## config.mk

```make
export PLATFORM = sky130hd
export DESIGN_NAME = pc_ras_gen
export DESIGN_NICKNAME = d
export VERILOG_FILES = /design/src/rtl/pc_ras_gen.sv
export SDC_FILE = /design/constraint.sdc
export NUM_CORES = 1
export LEC_CHECK = 0
export CAP_MARGIN = 20
export CORE_ASPECT_RATIO = 0.75
export CORE_MARGIN = 3
export CORE_UTILIZATION = 50
export DETAILED_ROUTE_END_ITERATION = 10
export GPL_ROUTABILITY_DRIVEN = 1
export PLACE_DENSITY = 0.83
export SKIP_CTS_REPAIR_TIMING = 1
export SLEW_MARGIN = 40
export SYNTH_ARGS = -nofsm -noshare
export SYNTH_HDL_FRONTEND = slang
export SYNTH_SLANG_ARGS = --single-unit
export TNS_END_PERCENT = 1
```

## constraint.sdc

```tcl
create_clock -name clk -period 5.3 [get_ports clk]
set_input_delay 1.06 -clock clk [delete_from_list [all_inputs] [get_ports clk]]
set_output_delay 1.06 -clock clk [all_outputs]
set_load 0.05 [all_outputs]
```

## src/rtl/pc_ras_gen.sv

```systemverilog
// Fetch-stage program counter with prioritised next-PC selection and a circular
// return-address stack that predicts return targets.
module pc_ras_gen #(
  parameter int unsigned            ADDR_W    = 32,
  parameter int unsigned            STEP      = 1,
  parameter logic [ADDR_W-1:0]      RESET_VEC = '0,
  parameter logic [ADDR_W-1:0]      EXC_VEC   = 'h10,
  parameter int unsigned            RAS_DEPTH = 4
) (
  input  logic                         clk,
  input  logic                         rst,
  input  logic                         stall,
  input  logic                         exc_valid,
  input  logic                         redir_valid,
  input  logic [ADDR_W-1:0]            redir_pc,
  input  logic                         call_valid,
  input  logic [ADDR_W-1:0]            call_target,
  input  logic                         ret_valid,
  input  logic [ADDR_W-1:0]            ret_fallback,
  output logic [ADDR_W-1:0]            PC,
  output logic [ADDR_W-1:0]            PC4,
  output logic [$clog2(RAS_DEPTH):0]   ras_count,
  output logic                         ras_miss
);

  localparam int unsigned PtrW = $clog2(RAS_DEPTH);
  localparam int unsigned CntW = PtrW + 1;
  localparam logic [ADDR_W-1:0] StepW = ADDR_W'(STEP);
  localparam logic [CntW-1:0]   CntMax = CntW'(RAS_DEPTH);

  logic [ADDR_W-1:0] pc_q, pc_d;
  logic [PtrW-1:0]   top_q, top_d;
  logic [CntW-1:0]   cnt_q, cnt_d;
  logic              miss_q, miss_d;
  logic [ADDR_W-1:0] ras_q [RAS_DEPTH];
  logic              push;
  logic [PtrW-1:0]   wr_ptr;
  logic [ADDR_W-1:0] pc_seq;

  assign pc_seq = pc_q + StepW;
  assign wr_ptr = top_q + PtrW'(1);

  always_comb begin
    pc_d   = pc_q;
    top_d  = top_q;
    cnt_d  = cnt_q;
    miss_d = 1'b0;
    push   = 1'b0;
    if (exc_valid) begin
      pc_d  = EXC_VEC;
      top_d = '0;
      cnt_d = '0;
    end else if (redir_valid) begin
      pc_d = redir_pc;
    end else if (stall) begin
      pc_d = pc_q;
    end else if (ret_valid) begin
      if (cnt_q != '0) begin
        pc_d  = ras_q[top_q];
        top_d = top_q - PtrW'(1);
        cnt_d = cnt_q - CntW'(1);
      end else begin
        pc_d   = ret_fallback;
        miss_d = 1'b1;
      end
    end else if (call_valid) begin
      pc_d  = call_target;
      push  = 1'b1;
      top_d = wr_ptr;
      // A full stack overwrites its oldest entry, so the count saturates.
      cnt_d = (cnt_q == CntMax) ? cnt_q : cnt_q + CntW'(1);
    end else begin
      pc_d = pc_seq;
    end
  end

  always_ff @(posedge clk or posedge rst) begin
    if (rst) begin
      pc_q   <= RESET_VEC;
      top_q  <= '0;
      cnt_q  <= '0;
      miss_q <= 1'b0;
    end else begin
      pc_q   <= pc_d;
      top_q  <= top_d;
      cnt_q  <= cnt_d;
      miss_q <= miss_d;
    end
  end

  // Entry contents are don't-care after reset; validity is tracked by cnt_q.
  always_ff @(posedge clk) begin
    if (push) begin
      ras_q[wr_ptr] <= pc_seq;
    end
  end

  assign PC        = pc_q;
  assign PC4       = pc_seq;
  assign ras_count = cnt_q;
  assign ras_miss  = miss_q;

endmodule
```

==> results of run 1 <==
## cells in the mapped netlist, types with 6 or more instances
cell | count | area share (%)
edfxtp_1 | 128 | 47
nand2_1 | 75 | 3.4
dfrtp_1 | 38 | 12
clkbuf_1 | 34 | 1.6
mux4_2 | 32 | 8.8
nor2_1 | 24 | 1.1
o21ai_0 | 22 | 1.3
nand3_1 | 21 | 1.3
a21oi_1 | 17 | 1.0
and3_1 | 16 | 1.2
xnor2_1 | 16 | 1.7
nand4_1 | 14 | 1.1
a31oi_1 | 13 | 0.99
a221o_1 | 12 | 1.5
inv_1 | 12 | 0.55
nor3_1 | 10 | 0.61
mux2i_1 | 9 | 1.1
and4_1 | 7 | 0.75
buf_2 | 7 | 0.43
or3_1 | 7 | 0.53
xor2_1 | 7 | 0.75
a211oi_1 | 6 | 0.55
a22oi_1 | 6 | 0.55
a311oi_1 | 6 | 0.64
o221ai_1 | 6 | 0.64
## power groups by stage
| stage | clock, mW | sequential, mW | combinational [mW] |
|---|---|---|---|
| after floorplan | 0 | 1.58 | 0.280 |
| after global placement | 0 | 1.52 | 0.602 |
| after detailed placement | 0 | 1.52 | 0.609 |
| after CTS | 1.25 | 1.49 | 0.613 |
| after global routing | 1.32 | 1.50 | 0.647 |
| final | 1.25 | 1.50 | 0.618 |
## logic make-up (layout without fill, tap and decap cells)
| family | count (synthesis) | in the layout | synth area share, % |
|---|---|---|---|
| AND/OR/NAND/NOR | 208 | 208 | 13.0 |
| buffers and inverters | 56 | 234 | 2.72 |
| AO/OA/AOI/OAI | 137 | 137 | 12.2 |
| XOR/XNOR | 23 | 23 | 2.46 |
| multiplexers | 42 | 42 | 10.0 |
| adder cells (fa/ha/maj) | 6 | 6 | 1.01 |
| flip-flops | 166 | 166 | 58.6 |
## per-layer routing
layer | vias to the layer above | part of all wire, %
li1 | 2836 | -
met3 | 50 | 14
met5 | - | 0
met4 | 0 | 1.9
met1 | 3319 | 40
met2 | 550 | 44
## per-stage QoR
step / instance area, um2 / worst slack (ns) / hold slack [ns] / power (mW) / instances
floorplan: 8190 / 1.22 / 0.746 / 1.86 / 638
global placement: 10100 / 1.13 / 0.586 / 2.12 / 990
detailed placement: 10100 / 1.05 / 0.602 / 2.13 / 990
CTS: 10700 / 0.552 / 0.622 / 3.36 / 1021
global route: 10700 / 0.366 / 0.671 / 3.46 / 1021
finish: 10700 / 0.529 / 0.618 / 3.36 / 1021
## registers in the layout (all words and copies together) (netlist names)
register and flops:
ras_count 3, top_q 2, ras_miss 1, PC 32
ras_q 128
## final timing paths
| kind | startpoint | end | slack, ns | cells past startpoint |
|---|---|---|---|---|
| max | PC[0]$_DFFE_PP0P_ | PC4[28] | 0.53 | 6 |
| min | PC[5]$_DFFE_PP0P_ | PC[5]$_DFFE_PP0P_ | 0.62 | 2 |
| max reg2reg | PC[0]$_DFFE_PP0P_ | PC[12]$_DFFE_PP0P_ | 2.40 | 6 |
| min reg2reg | PC[5]$_DFFE_PP0P_ | PC[5]$_DFFE_PP0P_ | 0.62 | 2 |
| max in group asynchronous | rst | top_q[1]$_DFFE_PP0P_ | 3.78 | 3 |
| min in group asynchronous | rst | ras_miss$_DFF_PP0_ | 1.07 | 3 |
## worst max-delay path: cells and delay by family, from the launching register on
kind | cells | cell delay, ns
and+or+nand+nor | 2 | 1.03
buffers and inverters | 2 | 0.97
DFF | 1 | 0.49
xor gates and xnor gates | 1 | 0.40
adders and majority gates | 1 | 0.38
## layout make-up
type | count | area share (%)
Multi-Input combinational cell | 416 | 29.7
Clock buffer | 18 | 4.00
Sequential cell | 166 | 44.7
Timing Repair Buffer | 191 | 17.4
Clock inverter | 13 | 1.46
Tap cell | 205 | 2.39
Inverter | 12 | 0.419
==> impl_results.md, run 1 <==
- Status: complete, no violations
- RSZ-0062 raised after global routing: false
- Core ar.: 15,600 um2
- M2 GR Usage: around 44%
- Slew Limit Fails: 0
- Boundary pin count: 171
- Die width: 154 um
- Post-Synthesis Cells: 638
- Maximum clock insertion buffer count: 2
- Sequential fraction of design power: 44.5%
- Vias in the first global route: 6,843
- Worst path arrival time: 3.71 ns
- Worst path cell trace: ha_1 -> inv_1 -> or4_1 -> nor3_1 -> xor2_1 -> clkdlybuf4s50_1
- Chip Height: approximately 120 um
- Layout cells sized above 1: 12.6%
- IO Port Bufs: 170
- CTS root buf: clkbuf_16
- Die area: approximately 18,000 um2
- Layout Nets: between 900 and 1,000
- CP Data Required Time: approximately 4.2 ns
- Internal power: 2.42 mW
- Register area: 4800 um2
- Routed length per instance: 26.0 um
- Static leakage: 3.75 nW
- Drt drc: 0
- Unique masters post-synth: 60
- Starting Density: 52.4%
- Clk slew on worst S/H paths: 0.07 ns
- Slowest stage delay, CP: 0.89 ns
- Hold Violations, Final: 0
- CP max stage cell: clkdlybuf4s50_1
- Switching share of power: 28.2%
- Diode count: 0
- Placer Congestion: 0.982
- Setup TNS: 0 ns
- Yosys warns: 0
- EDFF count, synth: 128
- GRT Util Overall: 30.0%
- Most frequent cells in the layout: clkdlybuf4s50_1, edfxtp_1, nand2_1
- Crit end category: output pin
- Comb pwr share: a little under a fifth
- Hold Path Class: reg2reg
- Sw Pwr: 0.950 mW
- Ys async rst share: 22.9%
- Layout area overhead: 31.2%
- Rows: 39
- Yosys reg bits: approximately 170
- GR peak layer: met2
- CTS sink cnt: ~170
- Clock network power share: between 30 and 40%
- Peak VDD IR: 0.319 mV
- Worst-margin pin slew: 0.781 ns
- Final ANT Viol Nets: 0
- Critical path class: reg2out
- Pwr dens: 313 nW/um2
- Met3 global-route usage: 11.1%
- Synth Flop Type: edfxtp_1
- Synthesized area: 8190 um2
- DRT Wirelength: roughly 27,000 um
- Routing usage on met1: 42.2%
- First-pass GRT wire length: 40,100 um
- Fill count: 1,069
- CTS tree: built
- Final worst-path cycle share: between 90% and 100%
- Rel. slew slack: 47.7%
- Setup violations, final: 0
- Post-DP HPWL: 18,100 um
- Worst-path fanout max: 8
- Largest net degree at the start of global routing: 39
- Overflow left after global routing: 0
- First-pass iteration count of the detailed router: 7
- Drt first-iter violations: 839
- # Max-Cap Violations: 0
- Vias: between 6,000 and 7,000
- Antenna violations before repair: 0
- Type of origin of the critical path: flip-flop
- Mean Syn Cell Area: 12.8 um2
- Fin crit period: 4.77 ns
- Register area share after synthesis: between 50% and 60%
- Most common cell after layout, fill and taps aside: clkdlybuf4s50_1
- H-tree depth: 4
- Setup Skew: 0.00732 ns
- Fin util: 68.8%
- Vias per cell: 6.62
- Syn_nets: 747
- Fmax achieved: 210 MHz
- Total CTS buffers: 17
- Clk_lat worst skew: 0.43 ns
- Area of the multi-input gates: 3190 um2
(Power assumes the default switching activity.)
==> run 2, diff against run 1 <==
Settings changed: CTS_BUF_LIST set to sky130_fd_sc_hd__clkbuf_4 sky130_fd_sc_hd__clkbuf_8, PLACE_DENSITY 0.83 to 0.78.
==> impl_results.md, run 2 (synthesis results as in run 1) <==
- RSZ-0062 raised after global routing: false (unchanged)
- Worst path arrival time: 3.84 ns (was 3.71 ns)
- IO Port Bufs: 170 (unchanged)
- Area of the multi-input gates: 3190 um2 (about the same)
- CTS sink cnt: 166 (unchanged)
- CTS tree: built (unchanged)
- GRT Util Overall: 29.9% (was 30.0%)
- Static leakage: 3.68 nW (was 3.75 nW)
- Maximum clock insertion buffer count: 2 (unchanged)
- Pre-CTS WS: 0.996 ns (was 1.05 ns)
- Routed length per instance: 25.8 um (was 26.0 um)
- CP Data Required Time: 4.24 ns (about the same)
- Total CTS buffers: 17 (unchanged)
- Final worst-path cycle share: 92.5% (was 90.0%)
- Setup TNS: 0 ns (unchanged)
- Most frequent cells in the layout: clkdlybuf4s50_1, edfxtp_1, nand2_1 (unchanged)
- Fin cells: 1,023 (was 1,021)
- Type of origin of the critical path: flip-flop (unchanged)
- Peak VDD IR: 0.191 mV (was 0.319 mV)
- Fin crit period: 4.90 ns (was 4.77 ns)
- DRT Wirelength: 26,400 um (was 26,600 um)
- Vias in the first global route: 6,662 (was 6,843)
- Most common cell after layout, fill and taps aside: clkdlybuf4s50_1 (unchanged)
- Drt first-iter violations: 1,064 (was 839)
- H-tree depth: 4 (unchanged)
- Max FFs per register: 128 (unchanged)
- Top routing layer used: met4 (unchanged)
- Biggest register: ras_q (unchanged)
- Clk_lat worst skew: 0.48 ns (was 0.43 ns)
- Slew Limit Fails: 0 (unchanged)
- Rows: 39 (unchanged)
- # Max-Cap Violations: 0 (unchanged)
- Setup Skew: 0.0101 ns (was 0.00732 ns)
- Antenna violations before repair: 0 (unchanged)
- Hold Path Class: reg2reg (unchanged)
- Final worst slack: 0.395 ns (was 0.529 ns)
- Core ar.: 15,600 um2 (unchanged)
- First-pass iteration count of the detailed router: 6 (was 7)
- Layout area overhead: 29.0% (was 31.2%)
- Layout Nets: 914 (was 913)
- Fmax achieved: 204 MHz (was 210 MHz)
- Diode count: 0 (unchanged)
- Post-DP HPWL: 18,200 um (was 18,100 um)
- Layout cells sized above 1: 13.3% (was 12.6%)
- Setup violations, final: 0 (unchanged)
- Die area: 18,000 um2 (unchanged)
- Inst Count DP: 991 (was 990)
- Flop-to-flop setup slack: 2.31 ns (was 2.40 ns)
- Hold Violations, Final: 0 (unchanged)
- Met2 WL: 11,800 um (was 11,700 um)
- First-pass GRT wire length: 40,000 um (was 40,100 um)
- Die width: 154 um (unchanged)
- Fill count: 1,134 (was 1,069)
- Rel. slew slack: 44.2% (was 47.7%)
- Vias: 6,705 (was 6,755)
- Pwr dens: 289 nW/um2 (was 313 nW/um2)
- Worst-path fanout max: 15 (was 8)
- Starting Density: 52.4% (unchanged)
- Detailed route wirelength on metal3: 3400 um (was 3800 um)
- Crit end category: output pin (unchanged)
- Critical path class: reg2out (unchanged)
- CTS root buf: clkbuf_8 (was clkbuf_16)
- Clk slew on worst S/H paths: 0.09 ns (was 0.07 ns)
- Drt drc: 0 (unchanged)
- Vias per cell: 6.55 (was 6.62)
- Final ANT Viol Nets: 0 (unchanged)
- Worst-margin pin slew: 0.835 ns (was 0.781 ns)
- Overflow left after global routing: 0 (unchanged)
- Chip Height: 117 um (unchanged)
- Status: complete, no violations (unchanged)
- Fin util: 67.6% (was 68.8%)
- Register area: 4800 um2 (unchanged)
- Boundary pin count: 171 (unchanged)
- Largest net degree at the start of global routing: 39 (unchanged)
- Met1 wire length: 10,500 um (about the same)
- Placer Congestion: 0.993 (was 0.982)
-- run 2: stage by stage --
stage	power, mW	area [um2]	hold WS [ns]
global placement	2.11	10100	0.585
global route	3.15	10600	0.665
floorplan	1.86	8190	0.746
finish	3.06	10600	0.633
detailed placement	2.13	10200	0.604
CTS	3.05	10600	0.627
-- run 2: area by class of cell --
class / instances / share of cell area (%)
clock buffers: 18 / 2.29
clock inverters: 14 / 1.50
inverters: 12 / 0.426
multi-input cells: 416 / 30.2
flip-flops and latches: 166 / 45.4
well taps: 205 / 2.43
repair buffers: 192 / 17.7
-- run 2: path summary, 6_finish.rpt --
path,from,cells past startpoint,endpoint
max in group asynchronous,rst,3,top_q[0]$_DFFE_PP0P_
setup / recovery,PC[9]$_DFFE_PP0P_,6,PC4[31]
hold reg to reg,PC[15]$_DFFE_PP0P_,1,PC[15]$_DFFE_PP0P_
setup reg to reg,PC[0]$_DFFE_PP0P_,6,PC[12]$_DFFE_PP0P_
min in group asynchronous,rst,3,ras_miss$_DFF_PP0_
hold / removal,PC[15]$_DFFE_PP0P_,1,PC[15]$_DFFE_PP0P_
-- run 2: critical path, cell delays in order, from the launching register on --
cell,delay [ns]
dfrtp_1,0.49
nand4_1,0.21
or4_1,0.90
nor3_1,0.38
nand3_1,0.15
xnor2_1,0.35
clkdlybuf4s50_1,0.88
-- run 2: where the power goes --
part / switching, mW / total (mW) / internal [mW]
Combinational: 0.380 / 0.616 / 0.236
Clock: 0.480 / 0.946 / 0.466
Sequential: 0.0536 / 1.49 / 1.44
-- run 2: routing by layer --
layer  global-route usage (%)  up-vias
li1                         -     2843
met1                     42.8     3293
met2                     44.8      503
met3                     8.31       66
met4                     10.6        0
met5                        0        -
==> run 3, diff against run 2 <==
Settings changed: ABC_CLOCK_PERIOD_IN_PS set to 5000.
Clock period 5.3 ns to 5 ns, I/O delays scaled along.
==> impl_results.md, run 3 (synthesis results as in run 1) <==
- Status: complete, no violations (unchanged)
- Rows: 39 (unchanged)
- Pwr dens: 308 nW/um2 (was 289 nW/um2)
- Clock network power share: 31.3% (was 31.0%)
- Switching share of power: 30.0% (was 29.9%)
- Setup Skew: 0.0113 ns (was 0.0101 ns)
- Diode count: 0 (unchanged)
- Total power draw: 3.26 mW (was 3.06 mW)
- Rel. slew slack: 45.3% (was 44.2%)
- DRT Wirelength: 26,900 um (was 26,400 um)
- Fin cells: 1,023 (unchanged)
- Clk_lat worst skew: 0.45 ns (was 0.48 ns)
- Setup violations, final: 0 (unchanged)
- Hold Violations, Final: 0 (unchanged)
- # Max-Cap Violations: 0 (unchanged)
- Die width: 154 um (unchanged)
- Internal power: 2.28 mW (was 2.14 mW)
- GRT Util Overall: 30.0% (was 29.9%)
- Total CTS buffers: 17 (unchanged)
- Final worst-path cycle share: a little over nine tenths
- Final ANT Viol Nets: 0 (unchanged)
- Clk slew on worst S/H paths: 0.09 ns (about the same)
- Vias in the first global route: 6,751 (was 6,662)
- Worst path arrival time: 3.76 ns (was 3.84 ns)
- Vias: 6,791 (was 6,705)
- Setup TNS: 0 ns (unchanged)
- Antenna violations before repair: 0 (unchanged)
- FF-to-FF Start: PC[0]$_DFFE_PP0P_ (unchanged)
- Layout area overhead: 29.2% (was 29.0%)
- Post-DP HPWL: 18,200 um (about the same)
- Flop-to-flop setup slack: 2.02 ns (was 2.31 ns)
- Placer Congestion: 0.946 (was 0.993)
- CP Data Required Time: 4.00 ns (was 4.24 ns)
- RR Endpoint: PC[12]$_DFFE_PP0P_ (unchanged)
- Max FFs per register: 128 (unchanged)
- Reg2reg path depth: 6 (unchanged)
- Critical Path Sink: PC4[31] (unchanged)
- Sw Pwr: 0.976 mW (was 0.913 mW)
- RSZ-0062 raised after global routing: false (unchanged)
- Fin util: 67.7% (was 67.6%)
- Drt drc: 0 (unchanged)
- Worst-margin pin slew: 0.820 ns (was 0.835 ns)
- Chip Height: 117 um (unchanged)
- Routed length per instance: 26.3 um (was 25.8 um)
- Fin crit period: ~4.8 ns
- H-tree depth: 4 (unchanged)
- Sequential fraction of design power: 48.6% (was 48.9%)
- CTS root buf: clkbuf_8 (unchanged)
- Core ar.: 15,600 um2 (unchanged)
- Critical path class: reg2out (unchanged)
- Drt first-iter violations: 945 (was 1,064)
- Crit end category: output pin (unchanged)
- Maximum clock insertion buffer count: 2 (unchanged)
- Starting Density: 52.4% (unchanged)
- Layout Nets: 914 (unchanged)
- First-pass iteration count of the detailed router: 5 (was 6)
- Vias per cell: 6.64 (was 6.55)
- Static leakage: 3.69 nW (was 3.68 nW)
- Hold Path Class: reg2reg (unchanged)
- Peak VDD IR: 0.193 mV (was 0.191 mV)
- Worst-path fanout max: 15 (unchanged)
- Boundary pin count: 171 (unchanged)
- Layout cells sized above 1: 13.2% (was 13.3%)
- Largest net degree at the start of global routing: 45 (was 39)
- Overflow left after global routing: 0 (unchanged)
- Biggest register: ras_q (unchanged)
- Most common cell after layout, fill and taps aside: clkdlybuf4s50_1 (unchanged)
- Fmax achieved: 210 MHz
- Fill count: 1,119 (was 1,134)
- Crit. Startpoint: PC[8]$_DFFE_PP0P_ (was PC[9]$_DFFE_PP0P_)
- CTS sink cnt: 166 (unchanged)
- CTS tree: built (unchanged)
- Most frequent cells in the layout: clkdlybuf4s50_1, edfxtp_1, nand2_1 (unchanged)
- First-pass GRT wire length: 40,400 um (was 40,000 um)
- Register area: 4800 um2 (unchanged)
- Slew Limit Fails: 0 (unchanged)
- Area of the multi-input gates: 3190 um2 (about the same)
- Comb pwr share: 20.1% (about the same)
- Inst Count DP: 991 (unchanged)
- Type of origin of the critical path: flip-flop (unchanged)
- IO Port Bufs: 170 (unchanged)
- Die area: 18,000 um2 (unchanged)
## run 3: changes by cell type in the layout (fill, tap and decap cells not counted)
cell and change:
clkinv_2 -2, and3_1 +1, or3_2 -1, inv_6 +3, clkinv_1 -1, and3_2 -1, or3_1 +1
## run 3: layout make-up
class | count | area share (%)
sequential | 166 | 45.4
multi-input combinational | 416 | 30.1
timing repair buffer | 192 | 17.7
tap | 205 | 2.43
clock buffer | 18 | 2.28
clock inverter | 14 | 1.62
inverter | 12 | 0.426
## run 3: worst max-delay path, stage by stage, from the launching register on
cell and delay (ns):
dfrtp_1 0.50, nand4_1 0.19, or4_1 0.89, nor3_1 0.35, nand3_1 0.14, xnor2_1 0.35, clkdlybuf4s50_1 0.88
## run 3: power by group through the flow
stage               logic [mW]  clock network (mW)  registers, mW
global placement         0.636                   0           1.61
detailed placement       0.644                   0           1.61
finish                   0.655                1.02           1.58
global route             0.687                1.08           1.59
CTS                      0.650                1.02           1.58
floorplan                0.297                   0           1.67
## run 3: worst min path at each step
stage | cells after the start | start | endpoint
after floorplan | 3 | ras_q[2][12]$_DFFE_PP_ | PC[12]$_DFFE_PP0P_
after global placement | 1 | PC[17]$_DFFE_PP0P_ | PC[17]$_DFFE_PP0P_
after detailed placement | 1 | PC[15]$_DFFE_PP0P_ | PC[15]$_DFFE_PP0P_
after CTS | 1 | PC[15]$_DFFE_PP0P_ | PC[15]$_DFFE_PP0P_
after global routing | 1 | PC[15]$_DFFE_PP0P_ | PC[15]$_DFFE_PP0P_
final | 1 | PC[15]$_DFFE_PP0P_ | PC[15]$_DFFE_PP0P_
## run 3: stage by stage
| stage | setup WS [ns] | area [um2] | hold WS (ns) |
|---|---|---|---|
| 2_1_floorplan | 0.984 | 8190 | 0.746 |
| 3_3_place_gp | 0.884 | 10100 | 0.586 |
| 5_1_grt | 0.0516 | 10600 | 0.675 |
| 4_1_cts | 0.257 | 10600 | 0.635 |
| 3_5_place_dp | 0.761 | 10200 | 0.613 |
| 6_report | 0.239 | 10600 | 0.642 |
## run 3: layer usage
metal  vias to the layer above  GRT usage, %  part of all wire [%]
met5                         -             0                     0
met4                         0          8.47                   2.3
met3                        56          8.05                    14
met2                       544          46.7                    46
met1                      3348          42.6                    38
li1                       2843             -                     -
==> patch 1 (config.mk and constraints of run 2) <==
Change the parameter `ADDR_W` from 32 to 16.
--- a/src/rtl/pc_ras_gen.sv
+++ b/src/rtl/pc_ras_gen.sv
@@ -1,7 +1,7 @@
 // Fetch-stage program counter with prioritised next-PC selection and a circular
 // return-address stack that predicts return targets.
 module pc_ras_gen #(
-  parameter int unsigned            ADDR_W    = 32,
+  parameter int unsigned            ADDR_W    = 16,
   parameter int unsigned            STEP      = 1,
   parameter logic [ADDR_W-1:0]      RESET_VEC = '0,
   parameter logic [ADDR_W-1:0]      EXC_VEC   = 'h10,
Ports: changed (5 resized); port bits go from 171 to 91. No check against the original RTL was run, so the function may have changed too.
==> patch 1 against run 2 <==
  * Cell count down 46%
  * Sequential cell count fell by 80
  * Routed wire length is 54% lower
  * Non-clock buffer count decreased by 97
  * Total power shrank 42%
  * Register-to-register slack better by 0.82 ns
  * Worst setup slack gained 0.88 ns
  * Critical path type unchanged
  * Largest power group unchanged
  * Critical path depth decreased by 1
  * Synthesized area fell by 47%
  * Design area down 48%
==> patch 1: results <==
{
  "worst-path-max-fanout": 8,
  "max_stage_delay_ns": 0.91,
  "registers.top_by_ff_count": "ras_q",
  "h-tree-depth": 3,
  "max-clock-path-buffers": 2,
  "synthArstFlopShare_pct": 25.6,
  "synth_area_leaders": "edfxtp_1, dfrtp_1, mux4_2",
  "worst_hold_path_class": "flip-flop to flip-flop",
  "hpwlAfterDp_um": 8260,
  "synth_warnings": 0,
  "track_usage_pct": 26.2,
  "vias": 3355,
  "antenna-diode-count": 0,
  "critPathSlowestCell": "clkdlybuf4s50_1",
  "root_driver": "clkbuf_8",
  "synth_common_cells": "edfxtp_1, nand2_1, nor2_1",
  "placedInstanceArea_mm2": 0.00526,
  "hold_path_depth": 2,
  "status": "finished clean",
  "cts.reportedPaths.clkPinSlew_ns": 0.08,
  "post_route_cells_drive_above_1_share_pct": 12.2,
  "rr_endpoint": "PC[6]",
  "grt_first_pass_wirelength_um": 19200,
  "drt_iter0_markers": 325,
  "antenna_found_initial": 0,
  "place.gp.congestion": 0.840,
  "via_count_of_the_first_global_routing_pass": 3478,
  "grt_start_max_net_pins": 38,
  "cts_made_buffers": 9,
  "number_of_distinct_library_cell_variants_in_the_gate_level_netlist_after_synthesis": 45,
  "final_net_count": 500,
  "worstSetupStartpoint": "PC[1]",
  "worstPathArrival_ns": 2.97,
  "clk_latency_ns": 0.35,
  "synth_fp_nets": 417,
  "detail_route.first_pass.iterations": 5,
  "synth_sequential_area_ratio_pct": 57.3,
  "power_leakage_nw": 1.97,
  "timing.final.setup_violations": 0,
  "tightestPinTransition_ns": 0.819,
  "clock_skew_ns": 0.00629,
  "io_buffer_count": 90,
  "count_of_flip_flops_with_a_built_in_enable_after_synthesis": 64,
  "drt-total-wl_um": 12100,
  "timing.reg2reg.setup_slack_ns": 3.13,
  "timing.critical_path.to": "PC4[14]",
  "largest_register_ff_count": 64,
  "rr_worst_depth": 6,
  "power.ir.vdd_worst_v": 0.000337
}
patch 1: cell count changes after synthesis, sizes merged, moves of 12 or more:
cell,before,now
edfxtp,128,64
clkbuf,34,10
nand2,75,52
dfrtp,38,22
mux4,32,16
a221o,12,0
and3,16,4
nand4,14,2
patch 1: worst min path at each step:
stage            startpoint           end  slack, ns
2_1_floorplan   ras_q[2][4]         PC[4]       0.75
3_3_place_gp   ras_count[1]  ras_count[1]       0.60
3_5_place_dp   ras_count[1]  ras_count[1]       0.62
4_1_cts        ras_count[1]  ras_count[1]       0.64
5_1_grt        ras_count[1]  ras_count[1]       0.69
6_report       ras_count[1]  ras_count[1]       0.64
patch 1: power breakdown:
group	internal [W]	switching [W]
clock	0.000232	0.000222
sequential	0.000756	0.0000532
combinational	0.000191	0.000316
total	0.00118	0.000591
patch 1: kinds of logic (layout without fill, tap and decap cells):
logic type / count (synthesis) / in the layout / share of synthesized area, %
AND/OR/NAND/NOR: 124 / 124 / 14.1
flip-flops: 86 / 86 / 57.3
AO/OA/AOI/OAI: 69 / 69 / 9.69
buffers and inverters: 31 / 118 / 3.48
multiplexers: 23 / 23 / 10.0
XOR/XNOR: 17 / 17 / 3.45
adder cells (fa/ha/maj): 6 / 6 / 1.91
patch 1: metrics by stage:
| stage | setup slack (ns) | std cells | hold slack (ns) |
|---|---|---|---|
| final | 1.27 | 548 | 0.635 |
| after global routing | 1.07 | 548 | 0.689 |
| after CTS | 1.25 | 548 | 0.635 |
| after detailed placement | 1.52 | 533 | 0.625 |
| after global placement | 1.66 | 533 | 0.600 |
| after floorplan | 1.84 | 356 | 0.750 |
patch 1: per-layer routing:
metal  global-route usage, %  wire length, um  up-vias
li1                        -                -     1476
met1                    36.4             4830     1634
met2                    40.6             5660      231
met3                    9.84             1530       14
met4                    4.48              112        0
met5                       0                0        -
patch 1: area by class of cell:
class | count | area [um2]
clock buffers | 11 | 145
clock inverters | 4 | 47.5
fillers | 619 | 2660
inverters | 8 | 30.0
multi-input cells | 239 | 1700
flip-flops and latches | 86 | 2470
well taps | 105 | 131
repair buffers | 95 | 933
patch 1: critical path: cells and delay by family, from the launching register on:
| kind | cells | cell delay [ns] |
|---|---|---|
| and+or+nand+nor | 2 | 0.55 |
| DFF | 1 | 0.45 |
| buffers and inverters | 1 | 0.91 |
| adders and majority gates | 1 | 0.23 |
| xor gates and xnor gates | 1 | 0.47 |
==> patch 2 (config.mk and constraints of run 2) <==
Without the edit above. Make the reset (`rst`) synchronous in one clocked block.
--- a/src/rtl/pc_ras_gen.sv
+++ b/src/rtl/pc_ras_gen.sv
@@ -74,7 +74,7 @@
     end
   end
 
-  always_ff @(posedge clk or posedge rst) begin
+  always_ff @(posedge clk) begin
     if (rst) begin
       pc_q   <= RESET_VEC;
       top_q  <= '0;
Function: differs if rst is asserted again (counterexample within 4 cycles, from zero or initial values and one cycle with rst high); with rst held inactive, the same outputs for 4 cycles.
==> patch 2 against run 2 <==
  * Non-clock buffer count down 8
  * Synthesized area up 0.50%
  * Routed wire length increased by 0.42%
  * Design area shrank 0.73%
  * Total power down 6.5%
  * Clock power grew 4.8%
  * Via count is 0.61% higher
  * Global-route usage about the same
  * Worst setup slack better by 0.41 ns
  * Sequential cell count grew 2
  * Critical endpoint is now PC4[30]
  * Largest power group unchanged
==> patch 2: results <==
{
  "synth_warnings": 0,
  "track_usage_pct": 29.9,
  "rr_worst_depth": 6,
  "number_of_distinct_library_cell_variants_in_the_gate_level_netlist_after_synthesis": 71,
  "antenna_found_initial": 0,
  "clk_latency_ns": 0.47,
  "worstPathArrival_ns": 3.44,
  "io_buffer_count": 170,
  "timing.reg2reg.setup_slack_ns": 2.81,
  "drt-total-wl_um": 26500,
  "drt_iter0_markers": 707,
  "grt_start_max_net_pins": 38,
  "h-tree-depth": 4,
  "final_hold_viol_count": 0,
  "hold_path_depth": 2,
  "reg2reg_from": "PC[0]",
  "share_comb_of_total_power_pct": 14.4,
  "synth_ff_type": "edfxtp_1",
  "vias": 6746,
  "via_count_of_the_first_global_routing_pass": 6549,
  "hpwlAfterDp_um": 18200,
  "synth_sequential_area_ratio_pct": 56.5,
  "clock_skew_ns": 0.0113,
  "worst-path-max-fanout": 9,
  "final_net_count": 920,
  "rr_endpoint": "PC[12]",
  "cts.reportedPaths.clkPinSlew_ns": 0.09,
  "wl_per_cell_um": 25.8,
  "registers.top_by_ff_count": "ras_q",
  "count_of_flip_flops_with_a_built_in_enable_after_synthesis": 128,
  "worst_path_dominant_cell_family": "buffers and inverters",
  "power.ir.vdd_worst_v": 0.000214,
  "numPlacedInstances": 997,
  "root_driver": "clkbuf_8",
  "placedInstanceArea_mm2": 0.0101,
  "largest_register_ff_count": 128,
  "tightestPinTransition_ns": 0.831,
  "synthArstFlopShare_pct": 0,
  "cts_made_buffers": 17,
  "status": "finished clean",
  "detail_route.first_pass.iterations": 5,
  "max-clock-path-buffers": 2,
  "postRouteAntennaNets": 0,
  "synth_common_cells": "edfxtp_1, nand2_1, dfxtp_1",
  "worst_hold_path_class": "flip-flop to flip-flop",
  "max_stage_delay_ns": 0.92,
  "critPathSlowestCell": "clkdlybuf4s50_1",
  "syn_inst": 650,
  "synth_area_leaders": "edfxtp_1, dfxtp_1, mux4_2",
  "grt_first_pass_wirelength_um": 40500,
  "min-delay-start": "top_q[0]",
  "power_leakage_nw": 3.50,
  "post_route_cells_drive_above_1_share_pct": 11.8,
  "power.clock.fraction_pct": 34.7,
  "p_int_w": 0.00208,
  "antenna-diode-count": 0,
  "timing.final.setup_violations": 0,
  "synth_fp_nets": 759,
  "place.gp.congestion": 0.942
}
patch 2: changes by cell type after synthesis, sizes merged, moves of 11 or more:
cell    before  now
a21oi       17   30
a221oi       2   13
buf         10   27
clkbuf      34   15
dfrtp       38    0
dfxtp        0   40
nand2       75   62
nor3        13   25
patch 2: cell families after synthesis:
kind of cell | share of synthesized area (%)
flip-flops | 56.5
AO/OA/AOI/OAI | 12.1
buffers and inverters | 3.39
AND/OR/NAND/NOR | 14.3
XOR/XNOR | 2.98
multiplexers | 9.81
adder cells (fa/ha/maj) | 1.00
patch 2: metrics by stage:
stage	total power, W	hold slack, ns	util (%)	setup slack, ns
finish	0.00286	0.603	66.9	0.804
global route	0.00295	0.626	66.9	0.682
CTS	0.00286	0.580	66.9	0.839
global placement	0.00188	0.536	64.2	1.49
floorplan	0.00170	0.506	-	1.54
detailed placement	0.00189	0.558	64.2	1.40
patch 2: layer usage:
metal	vias up	global-route usage (%)	wire length, um
li1	2883	-	-
met1	3345	43.7	11000
met2	481	45.9	11900
met3	37	7.83	3250
met4	0	6.06	335
met5	-	0	0
patch 2: worst max path at each step:
stage          startpoint      end  slack (ns)
5_1_grt             PC[0]  PC4[30]        0.68
4_1_cts             PC[0]  PC4[30]        0.84
2_1_floorplan       PC[0]  PC4[30]        1.54
6_report            PC[0]  PC4[30]        0.80
3_5_place_dp        PC[0]  PC4[30]        1.40
3_3_place_gp        PC[0]  PC4[30]        1.49
patch 2: cell type report:
class | instances | area, um2
Inverter | 11 | 41.3
Tap cell | 205 | 256
Timing Repair Buffer | 184 | 1800
Clock inverter | 14 | 186
Multi-Input combinational cell | 429 | 3310
Fill cell | 1139 | 5180
Clock buffer | 18 | 248
Sequential cell | 168 | 4650
